--- src/rtl/vga_pkg.sv ---
// Shared VGA framebuffer constants and the arbiter state encoding.
package vga_pkg;

  localparam int VGA_H_ACTIVE = 640;
  localparam int VGA_V_ACTIVE = 480;
  localparam int VGA_ADDR_W   = 19;
  localparam int VGA_DATA_W   = 8;
  localparam int VGA_LB_AW    = 10;
  localparam int VGA_Y_W      = 9;

  typedef enum logic [1:0] {
    ARB_IDLE  = 2'd0,
    ARB_BURST = 2'd1,
    ARB_DRAIN = 2'd2
  } arb_state_t;

endpackage

--- src/rtl/vga_fb_rd_pipe.sv ---
// One-stage read-return tracker: steers RAM read data to the scanline buffer
// or to the host port, one cycle after the read was issued.
module vga_fb_rd_pipe
  import vga_pkg::*;
#(
  parameter int DATA_W = VGA_DATA_W,
  parameter int LB_AW  = VGA_LB_AW
) (
  input  logic              clk_i,
  input  logic              rst_ni,
  input  logic              issue,
  input  logic              issue_host,
  input  logic [LB_AW-1:0]  issue_x,
  input  logic              issue_zero,
  input  logic [DATA_W-1:0] mem_rdata,
  output logic              lb_we,
  output logic [LB_AW-1:0]  lb_addr,
  output logic [DATA_W-1:0] lb_wdata,
  output logic              host_rvalid,
  output logic [DATA_W-1:0] host_rdata
);

  logic              pend_reg;
  logic              host_reg;
  logic              zero_reg;
  logic [LB_AW-1:0]  x_reg;
  logic [DATA_W-1:0] hold_reg;
  logic [DATA_W-1:0] ret_data;

  always_ff @(posedge clk_i) begin
    if (!rst_ni) begin
      pend_reg <= 1'b0;
      host_reg <= 1'b0;
      zero_reg <= 1'b0;
      x_reg    <= '0;
      hold_reg <= '0;
    end else begin
      pend_reg <= issue;
      host_reg <= issue_host;
      zero_reg <= issue_zero;
      x_reg    <= issue_x;
      if (host_rvalid) begin
        hold_reg <= ret_data;
      end
    end
  end

  // Out-of-range host reads never touched the RAM, so their data is forced to 0.
  always_comb begin
    ret_data    = zero_reg ? '0 : mem_rdata;
    lb_we       = rst_ni & pend_reg & ~host_reg;
    lb_addr     = lb_we ? x_reg : '0;
    lb_wdata    = lb_we ? mem_rdata : '0;
    host_rvalid = rst_ni & pend_reg & host_reg;
    if (!rst_ni) begin
      host_rdata = '0;
    end else if (host_rvalid) begin
      host_rdata = ret_data;
    end else begin
      host_rdata = hold_reg;
    end
  end

endmodule

--- src/rtl/vga_fb_arbiter.sv ---
// Framebuffer RAM arbiter: display line bursts into the scanline buffer take
// strict priority; host accesses fill every idle cycle.
module vga_fb_arbiter
  import vga_pkg::*;
#(
  parameter int H_ACTIVE = VGA_H_ACTIVE,
  parameter int V_ACTIVE = VGA_V_ACTIVE,
  parameter int ADDR_W   = VGA_ADDR_W,
  parameter int DATA_W   = VGA_DATA_W,
  parameter int LB_AW    = VGA_LB_AW,
  parameter int Y_W      = VGA_Y_W
) (
  input  logic              clk_i,
  input  logic              rst_ni,
  input  logic              fetch_line_i,
  input  logic [Y_W-1:0]    fetch_y_i,
  input  logic              host_req_i,
  input  logic              host_we_i,
  input  logic [ADDR_W-1:0] host_addr_i,
  input  logic [DATA_W-1:0] host_wdata_i,
  output logic              host_ack_o,
  output logic              host_rvalid_o,
  output logic [DATA_W-1:0] host_rdata_o,
  output logic              mem_en_o,
  output logic              mem_we_o,
  output logic [ADDR_W-1:0] mem_addr_o,
  output logic [DATA_W-1:0] mem_wdata_o,
  input  logic [DATA_W-1:0] mem_rdata_i,
  output logic              lb_we_o,
  output logic [LB_AW-1:0]  lb_addr_o,
  output logic [DATA_W-1:0] lb_wdata_o,
  output logic              busy_o,
  output logic              overrun_o
);

  localparam logic [ADDR_W:0]  FB_WORDS = (ADDR_W+1)'(H_ACTIVE * V_ACTIVE);
  localparam logic [LB_AW-1:0] X_LAST   = LB_AW'(H_ACTIVE - 1);

  arb_state_t        state_reg, state_next;
  logic [LB_AW-1:0]  x_reg, x_next;
  logic [ADDR_W-1:0] base_reg, base_next;
  logic              overrun_reg, overrun_next;
  logic [ADDR_W-1:0] y_ext, row_base;
  logic              fetch_ok, host_in_range;
  logic              rd_issue, rd_host, rd_zero;
  logic [LB_AW-1:0]  rd_x;

  assign y_ext = ADDR_W'(fetch_y_i);

  // 640 = 512 + 128, so the default row base needs only two shifts and an add.
  generate
    if (H_ACTIVE == 640) begin : g_base_shift
      assign row_base = (y_ext << 9) + (y_ext << 7);
    end else begin : g_base_mul
      assign row_base = y_ext * ADDR_W'(H_ACTIVE);
    end
  endgenerate

  assign fetch_ok      = fetch_line_i && (int'({1'b0, fetch_y_i}) < V_ACTIVE);
  assign host_in_range = {1'b0, host_addr_i} < FB_WORDS;

  always_comb begin
    state_next   = state_reg;
    x_next       = x_reg;
    base_next    = base_reg;
    overrun_next = overrun_reg;
    host_ack_o   = 1'b0;
    mem_en_o     = 1'b0;
    mem_we_o     = 1'b0;
    mem_addr_o   = '0;
    mem_wdata_o  = '0;
    rd_issue     = 1'b0;
    rd_host      = 1'b0;
    rd_zero      = 1'b0;
    rd_x         = x_reg;
    if (rst_ni) begin
      case (state_reg)
        ARB_IDLE: begin
          if (fetch_ok) begin
            state_next = ARB_BURST;
            base_next  = row_base;
            x_next     = '0;
          end else if (host_req_i) begin
            host_ack_o = 1'b1;
            if (host_in_range) begin
              mem_en_o    = 1'b1;
              mem_we_o    = host_we_i;
              mem_addr_o  = host_addr_i;
              mem_wdata_o = host_wdata_i;
            end
            rd_issue = ~host_we_i;
            rd_host  = 1'b1;
            rd_zero  = ~host_in_range;
          end
        end
        ARB_BURST: begin
          mem_en_o   = 1'b1;
          mem_addr_o = base_reg + ADDR_W'(x_reg);
          rd_issue   = 1'b1;
          if (x_reg == X_LAST) begin
            state_next = ARB_DRAIN;
          end else begin
            x_next = x_reg + LB_AW'(1);
          end
          if (fetch_line_i) begin
            overrun_next = 1'b1;
          end
        end
        ARB_DRAIN: begin
          state_next = ARB_IDLE;
          if (fetch_line_i) begin
            overrun_next = 1'b1;
          end
        end
        default: state_next = ARB_IDLE;
      endcase
    end
  end

  always_ff @(posedge clk_i) begin
    if (!rst_ni) begin
      state_reg   <= ARB_IDLE;
      x_reg       <= '0;
      base_reg    <= '0;
      overrun_reg <= 1'b0;
    end else begin
      state_reg   <= state_next;
      x_reg       <= x_next;
      base_reg    <= base_next;
      overrun_reg <= overrun_next;
    end
  end

  assign busy_o    = rst_ni && (state_reg != ARB_IDLE);
  assign overrun_o = rst_ni && overrun_reg;

  vga_fb_rd_pipe #(
    .DATA_W (DATA_W),
    .LB_AW  (LB_AW)
  ) u_rd_pipe (
    .clk_i       (clk_i),
    .rst_ni      (rst_ni),
    .issue       (rd_issue),
    .issue_host  (rd_host),
    .issue_x     (rd_x),
    .issue_zero  (rd_zero),
    .mem_rdata   (mem_rdata_i),
    .lb_we       (lb_we_o),
    .lb_addr     (lb_addr_o),
    .lb_wdata    (lb_wdata_o),
    .host_rvalid (host_rvalid_o),
    .host_rdata  (host_rdata_o)
  );

endmodule
--- config.mk ---
export PLATFORM = sky130hd
export DESIGN_NAME = vga_fb_arbiter
export DESIGN_NICKNAME = d
export VERILOG_FILES = /design/src/rtl/vga_pkg.sv /design/src/rtl/vga_fb_rd_pipe.sv /design/src/rtl/vga_fb_arbiter.sv
export SDC_FILE = /design/constraint.sdc
export NUM_CORES = 1
export LEC_CHECK = 0
export ABC_CLOCK_PERIOD_IN_PS = 2100
export CAP_MARGIN = 20
export CORE_MARGIN = 2
export CORE_UTILIZATION = 40
export CTS_CLUSTER_SIZE = 28
export DETAILED_ROUTE_END_ITERATION = 16
export HOLD_SLACK_MARGIN = 0.12
export MAX_ROUTING_LAYER = met4
export PLACE_DENSITY_LB_ADDON = 0.2
export SYNTH_ARGS = -nofsm -noshare
export SYNTH_HDL_FRONTEND = slang
export SYNTH_SLANG_ARGS = --single-unit
--- constraint.sdc ---
create_clock -name clk_i -period 2.1 [get_ports clk_i]
set_input_delay 0.42 -clock clk_i [delete_from_list [all_inputs] [get_ports clk_i]]
set_output_delay 0.42 -clock clk_i [all_outputs]
set_load 0.03 [all_outputs]
=== Word-level counts from Yosys, hierarchy flattened ===
Index checks and enable logic that the tools add are counted.

* Input bits: 49
* Register bits after elaboration: 53
* Output and inout port bits: 60

* $lt $le $gt $ge: 2
* Bitwise operators: 9
* Mux-type cells: 38
* Add/subtract/negate cells: 3
* Reductions and logical operators: 12
* Eq/ne operators: 6

{| class="wikitable"
|+ Operators by type and width
! kind !! count
|-
| two-way mux 19 bit || 4
|-
| two-way mux 8 bit || 9
|-
| case mux 19 bit (2 select lines) || 1
|-
| two-way mux 10 bit || 3
|-
| case mux 10 bit (2 select lines) || 1
|-
| adder 18 x 16 -> 19 bit || 1
|-
| adder 19 x 10 -> 19 bit || 1
|-
| less-than comparator 19 bit (second input constant) || 1
|-
| two-way mux 1 bit || 15
|-
| adder 10 x 1 -> 10 bit (second input constant) || 1
|-
| == test 10 bit (second input constant) || 1
|-
| less-than comparator 9 bit (second input constant) || 1
|-
| != test 2 bit (second input constant) || 3
|-
| inverter 1 bit || 6
|-
| AND reduction 2 bit || 3
|-
| two-way mux 2 bit || 2
|-
| case mux 1 bit (2 select lines) || 2
|-
| case mux 2 bit (2 select lines) || 1
|-
| nonzero test 2 bit || 2
|-
| OR reduction 4 bit || 1
|-
| AND 1 bit || 3
|-
| logical AND 1 bit || 3
|-
| AND reduction 3 bit || 1
|-
| == test 2 x 1 -> 1 bit (second input constant) || 1
|-
| other kinds (3) || 3
|}

=== Depth between registers and ports, before layout ===
* Depth in word-level cells: 6
* Mapped depth: 8

=== Modules after synthesis ===
From an unflattened synthesis, not the netlist that was laid out.

* Cells, all modules: 337
* Area, all modules: 2990.4 um^2

{| class="wikitable"
|+ By module, submodules not included
! module !! area each (um^2) !! instances !! cells each
|-
| vga_fb_arbiter || 2087.0 || 1 || 253
|-
| vga_fb_rd_pipe || 903.4 || 1 || 84
|}

=== Least setup slack after synthesis ===
OpenSTA, ideal clock, no wires.

* Path type: register to output
* Start: reg x_reg[7], in the netlist rd_x[7]
* End: out mem_addr_o[13]
* Arrival: 1.937 ns
* Stages on the path, launching flop included: 8
* Required time: 1.680 ns
* Setup slack: -0.257 ns
* Path buffers: 0
* Cell sequence: dfxtp_1 ha_1 fa_1 a21o_1 nand2_1 nor2_1 xnor2_1 o2bb2ai_1

* Cells in the longest elaborated chain, start to end: 3

{| class="wikitable"
|+ RTL lines
! item !! line !! RTL
|-
| start, declared || vga_fb_arbiter.sv:40 || <nowiki>logic [LB_AW-1:0] x_reg, x_next;</nowiki>
|-
| start signal, assigned || vga_fb_arbiter.sv:128 || <nowiki>x_reg <= x_next;</nowiki>
|-
| adder 19 x 10 -> 19 bit || vga_fb_arbiter.sv:98 || <nowiki>mem_addr_o = base_reg + ADDR_W'(x_reg);</nowiki>
|-
| case mux 19 bit (2 select lines) || vga_fb_arbiter.sv:77 || <nowiki>case (state_reg)</nowiki>
|-
| two-way mux 19 bit || vga_fb_arbiter.sv:76 || <nowiki>if (rst_ni) begin</nowiki>
|-
| end, declared || vga_fb_arbiter.sv:26 || <nowiki>output logic [ADDR_W-1:0] mem_addr_o,</nowiki>
|}

No other way between the ends.

=== Worst setup path in the final report ===
* Start: reg base_reg[7]
* End: out mem_addr_o[17]

* Cells in the longest elaborated chain, start to end: 3

{| class="wikitable"
|+ RTL lines
! item !! line !! RTL
|-
| start, declared || vga_fb_arbiter.sv:41 || <nowiki>logic [ADDR_W-1:0] base_reg, base_next;</nowiki>
|-
| start signal, assigned || vga_fb_arbiter.sv:129 || <nowiki>base_reg <= base_next;</nowiki>
|-
| adder 19 x 10 -> 19 bit || vga_fb_arbiter.sv:98 ||
|-
| case mux 19 bit (2 select lines) || vga_fb_arbiter.sv:77 ||
|-
| two-way mux 19 bit || vga_fb_arbiter.sv:76 ||
|}

No other way between the ends.

==> results.txt <==
The share of synthesized area spent on multiplexers is less than 1%. The least setup slack across all paths after layout is -0.381 ns. Setup repair after global routing could not meet its margin everywhere.

The type of the worst setup path is reg -> out. The number of buffers and inverters on the critical path is 1. The number of optimization iterations in the first detailed-route pass came out at 4. The count of H-tree levels built during CTS came out at 2. The clock tree skew after final layout is 0.00324 ns. The floorplan die height came out at 89.0 µm.

The diode insertion count for antenna repair came out at 0. The routed layout has 3067 vias. The most common cell after layout, fill and taps aside is sky130_fd_sc_hd__buf_4.

The largest individual stage delay along the critical path comes from the cell sky130_fd_sc_hd__dfxtp_4. The library cell used as clock root buffer is sky130_fd_sc_hd__clkbuf_8. The internal portion of total power is ~0.0016 W. The flip-flop and latch count after synthesis came out at between 40 and 50. The slew of the pin with the lowest slew margin came out at between 0.4 and 0.5 ns. The count of nets left with antenna violations once routing finished came out at 0. The synthesized-area fraction occupied by adder cells is about 7.0%.

The total count of hold-check failures in the final report was 0. The minimum setup slack among reg-to-reg paths came out at about 0.21 ns. In the synthesized netlist, the number of instances is approximately 330. The number of max-slew violations in the final report is 0. The most common flop cell mapped by yosys is sky130_fd_sc_hd__dfxtp_1. The maximum achievable frequency is approximately 400 MHz. The final reports fail on setup timing. The maximum fanout encountered on the critical timing path came out at 3. Ranked by total cell area, the synthesized netlist is headed by sky130_fd_sc_hd__dfxtp_1 (32%), sky130_fd_sc_hd__and2_1 (8.7%), sky130_fd_sc_hd__ha_1 (5.6%). The count of buffers added on input and output ports is around 110. Of all cell types, the one taking the most synthesized area is sky130_fd_sc_hd__dfxtp_1. The worst setup path is launched from a flop. The filler cells instantiated in the layout total 565. The power density over the cells came out at 494 nW/µm². After synthesis, the largest family of logic cells by area is simple AND/OR/NAND/NOR gates.

The path category of the worst min-delay check is reg -> reg. The number of nets in the synthesized netlist is between 300 and 400. The switching power is just under 0.0008 W. The synthesis-to-finish area growth came out at 67.2%. Counting every sink on the clock net gives between 40 and 50. The fraction of the core area covered by cells at the end of the flow came out at a little over two thirds. The remaining design rule violation count is 0.

The worst pin sits at a relative slew slack of about 72%. The placeable core area came out at ~6900 µm². The share of total power dissipated in the clock network is between 20% and 30%.

Row generation in the floorplan step produced 30 rows. The initial core utilization came out at a little over two fifths. The signal on the critical path passes through ha_4 > fa_2 > a21o_1 > nand2_2 > nor2b_1 > xor2_1 > a22o_2 > buf_6. Global routing used approximately a quarter of the available tracks.

The die boundary width came out at ~89 µm. The accumulated negative setup slack is -6.48 ns. The per-cell via count in the routed design is between 5 and 6. The die area came out at approximately 7900 µm².

STA classifies the critical path endpoint as an output port. The final weighted congestion of routability-driven global placement came out at ~0.8. After layout, the minimum clock period comes to ~2.5 ns.

The clock transition at the registers of the reported paths came out at about 0.090 ns. The combinational cell fraction of total power came out at around 37%. The sequential fraction of the synthesis area is 31.9%. The final count of negative-setup-slack endpoints came out at 29. The first global-routing pass estimated 14300 µm of wire.

Counting along the longest clock path gives a buffer depth of 2. The count of nets after finishing came out at 560. The worst hold slack across all endpoints is 0.491 ns. Clock latency on the worst-skew pair, taken at its later pin, is 0.29 ns. Synthesis instantiated 56 different standard cells from the library.

The switching share of power is 32.8%. In this run, the number of DRC markers left after iteration 0 of detailed routing was 98. The via count of the first global-routing pass is a little over 3000. For this run, asynchronously set or reset flops after synthesis account for 0%. The flip-flop count of the largest register after layout came out at 12. The share of the synthesized area in the top cell type came out at 31.9%.

The library cells used most frequently in the layout, excluding fill and tap cells, are sky130_fd_sc_hd__buf_4 (87), sky130_fd_sc_hd__dfxtp_1 (39), sky130_fd_sc_hd__buf_6 (39). The fraction of the mapped netlist area in compound gates came out at 20.6%. The routed wire length is 9040 µm.

The I/O pin count is roughly 110. The fraction of layout cells with a size suffix above 1 came out at around two fifths. The number of synthesized flops with an enable pin came out at 0.

Dividing the final minimum period by the clock period gives 118%. The initial antenna violation count came out at 0. Data arrives at the worst endpoint at between 2 and 2.5 ns.

A synthesized cell averages between 8 and 9 µm². The simple-gate portion of the synthesized area came out at between 30% and 40%. The post-synthesis cell area came out at 2890 µm². The largest single stage delay on the critical path is ~0.36 ns.

The wire length per cell is about 15 µm. At the worst endpoint, the required time is 1.68 ns. The xor and xnor area share after synthesis is under 10%. The sequential share of power is about two fifths. The flow ran to the end, but the final reports show violations.

The estimated wirelength of the detail-placed design came out at 6160 µm. TritonCTS built the clock tree. The maximum vdd drop is 0.000353 V.

The analysis attributes to cell leakage a power of approximately 2.1 nW. Entering global routing, the biggest net connects 27 pins. For this run the aggregate overflow at the end of global routing stands at 0. The number of violations of the max-capacitance limit came out at 0. The number of buffers created by CTS is 5. The dominant delay contributor by cell family on the critical path is adder cells. The number of warnings printed during yosys synthesis is 0.
path summary, 6_finish.rpt:
kind	cells after the start	end	startpoint
setup / recovery	8	mem_addr_o[17]	base_reg[7]$_SDFFE_PN0P_
hold / removal	2	u_rd_pipe.hold_reg[6]$_DFF_P_	u_rd_pipe.hold_reg[6]$_DFF_P_
setup reg to reg	7	rd_x[3]$_SDFFE_PN0P_	rd_x[1]$_SDFFE_PN0P_
hold reg to reg	2	u_rd_pipe.hold_reg[6]$_DFF_P_	u_rd_pipe.hold_reg[6]$_DFF_P_
routing by layer:
layer	global-route usage [%]	share of wire [%]	routed length, µm
met1	27.4	42	3780
met2	42.1	53	4780
met3	4.80	3.5	315
met4	7.33	1.8	161
met5	-	0	0
synth_stat cells, drive strengths merged, types with 2 or more instances:
master   count
and3         3
nor3b        8
nand2b       6
xor2         8
o2bb2ai      5
nand2       29
a22o        17
a211oi       4
nor2        11
and2        41
o21ai       14
nand3       21
o221ai       2
buf          6
o31ai        2
nor2b       16
xnor2        7
o311ai       3
nor3         3
nand4b       2
fa           2
nand4        3
a21oi       15
ha          13
a21o         5
clkbuf      13
and4         2
a21boi       5
inv          6
dfxtp       46
worst min-delay path, cell delays in order (launching register included):
cell	delay, ns
sky130_fd_sc_hd__dfxtp_1	0.31
sky130_fd_sc_hd__nand3_1	0.07
sky130_fd_sc_hd__o21ai_1	0.07
power groups by stage:
| stage | combinational (W) | sequential [W] | clock (W) |
|---|---|---|---|
| after detailed placement | 0.000778 | 0.000978 | 0 |
| after floorplan | 0.000460 | 0.000973 | 0 |
| after global placement | 0.000769 | 0.000977 | 0 |
| after CTS | 0.000878 | 0.000965 | 0.000545 |
| after global routing | 0.000948 | 0.000974 | 0.000588 |
| final | 0.000882 | 0.000968 | 0.000537 |
cell type report:
class | count | area (µm²) | area share [%]
multi-input cells | 261 | 2050 | 42.5
clock inverters | 2 | 13.8 | 0.285
inverters | 6 | 22.5 | 0.467
flip-flops and latches | 46 | 935 | 19.4
repair buffers | 176 | 1610 | 33.4
well taps | 96 | 120 | 2.49
clock buffers | 6 | 72.6 | 1.50
logic make-up after synthesis:
group	Yosys count
AO/OA/AOI/OAI	80
XOR/XNOR	15
adder cells (fa/ha/maj)	15
buffers and inverters	25
flip-flops	46
multiplexers	1
AND/OR/NAND/NOR	150
what timing repair did:
item	CTS	global route
gates cloned	3	0
gates resized for setup	111	21
buffers inserted	15	7
pin swaps	41	20
hold buffers	0	0
setup endpoints to repair	58	34
metrics by stage:
step	worst slack [ns]	instance area, µm²	power, W	cells
floorplan	0.00437	2920	0.00143	332
global placement	-0.504	4280	0.00175	571
detailed placement	-0.525	4280	0.00176	571
CTS	-0.291	4850	0.00239	595
global route	-0.476	4830	0.00251	593
finish	-0.381	4830	0.00239	593
(Power assumes the default switching activity.)
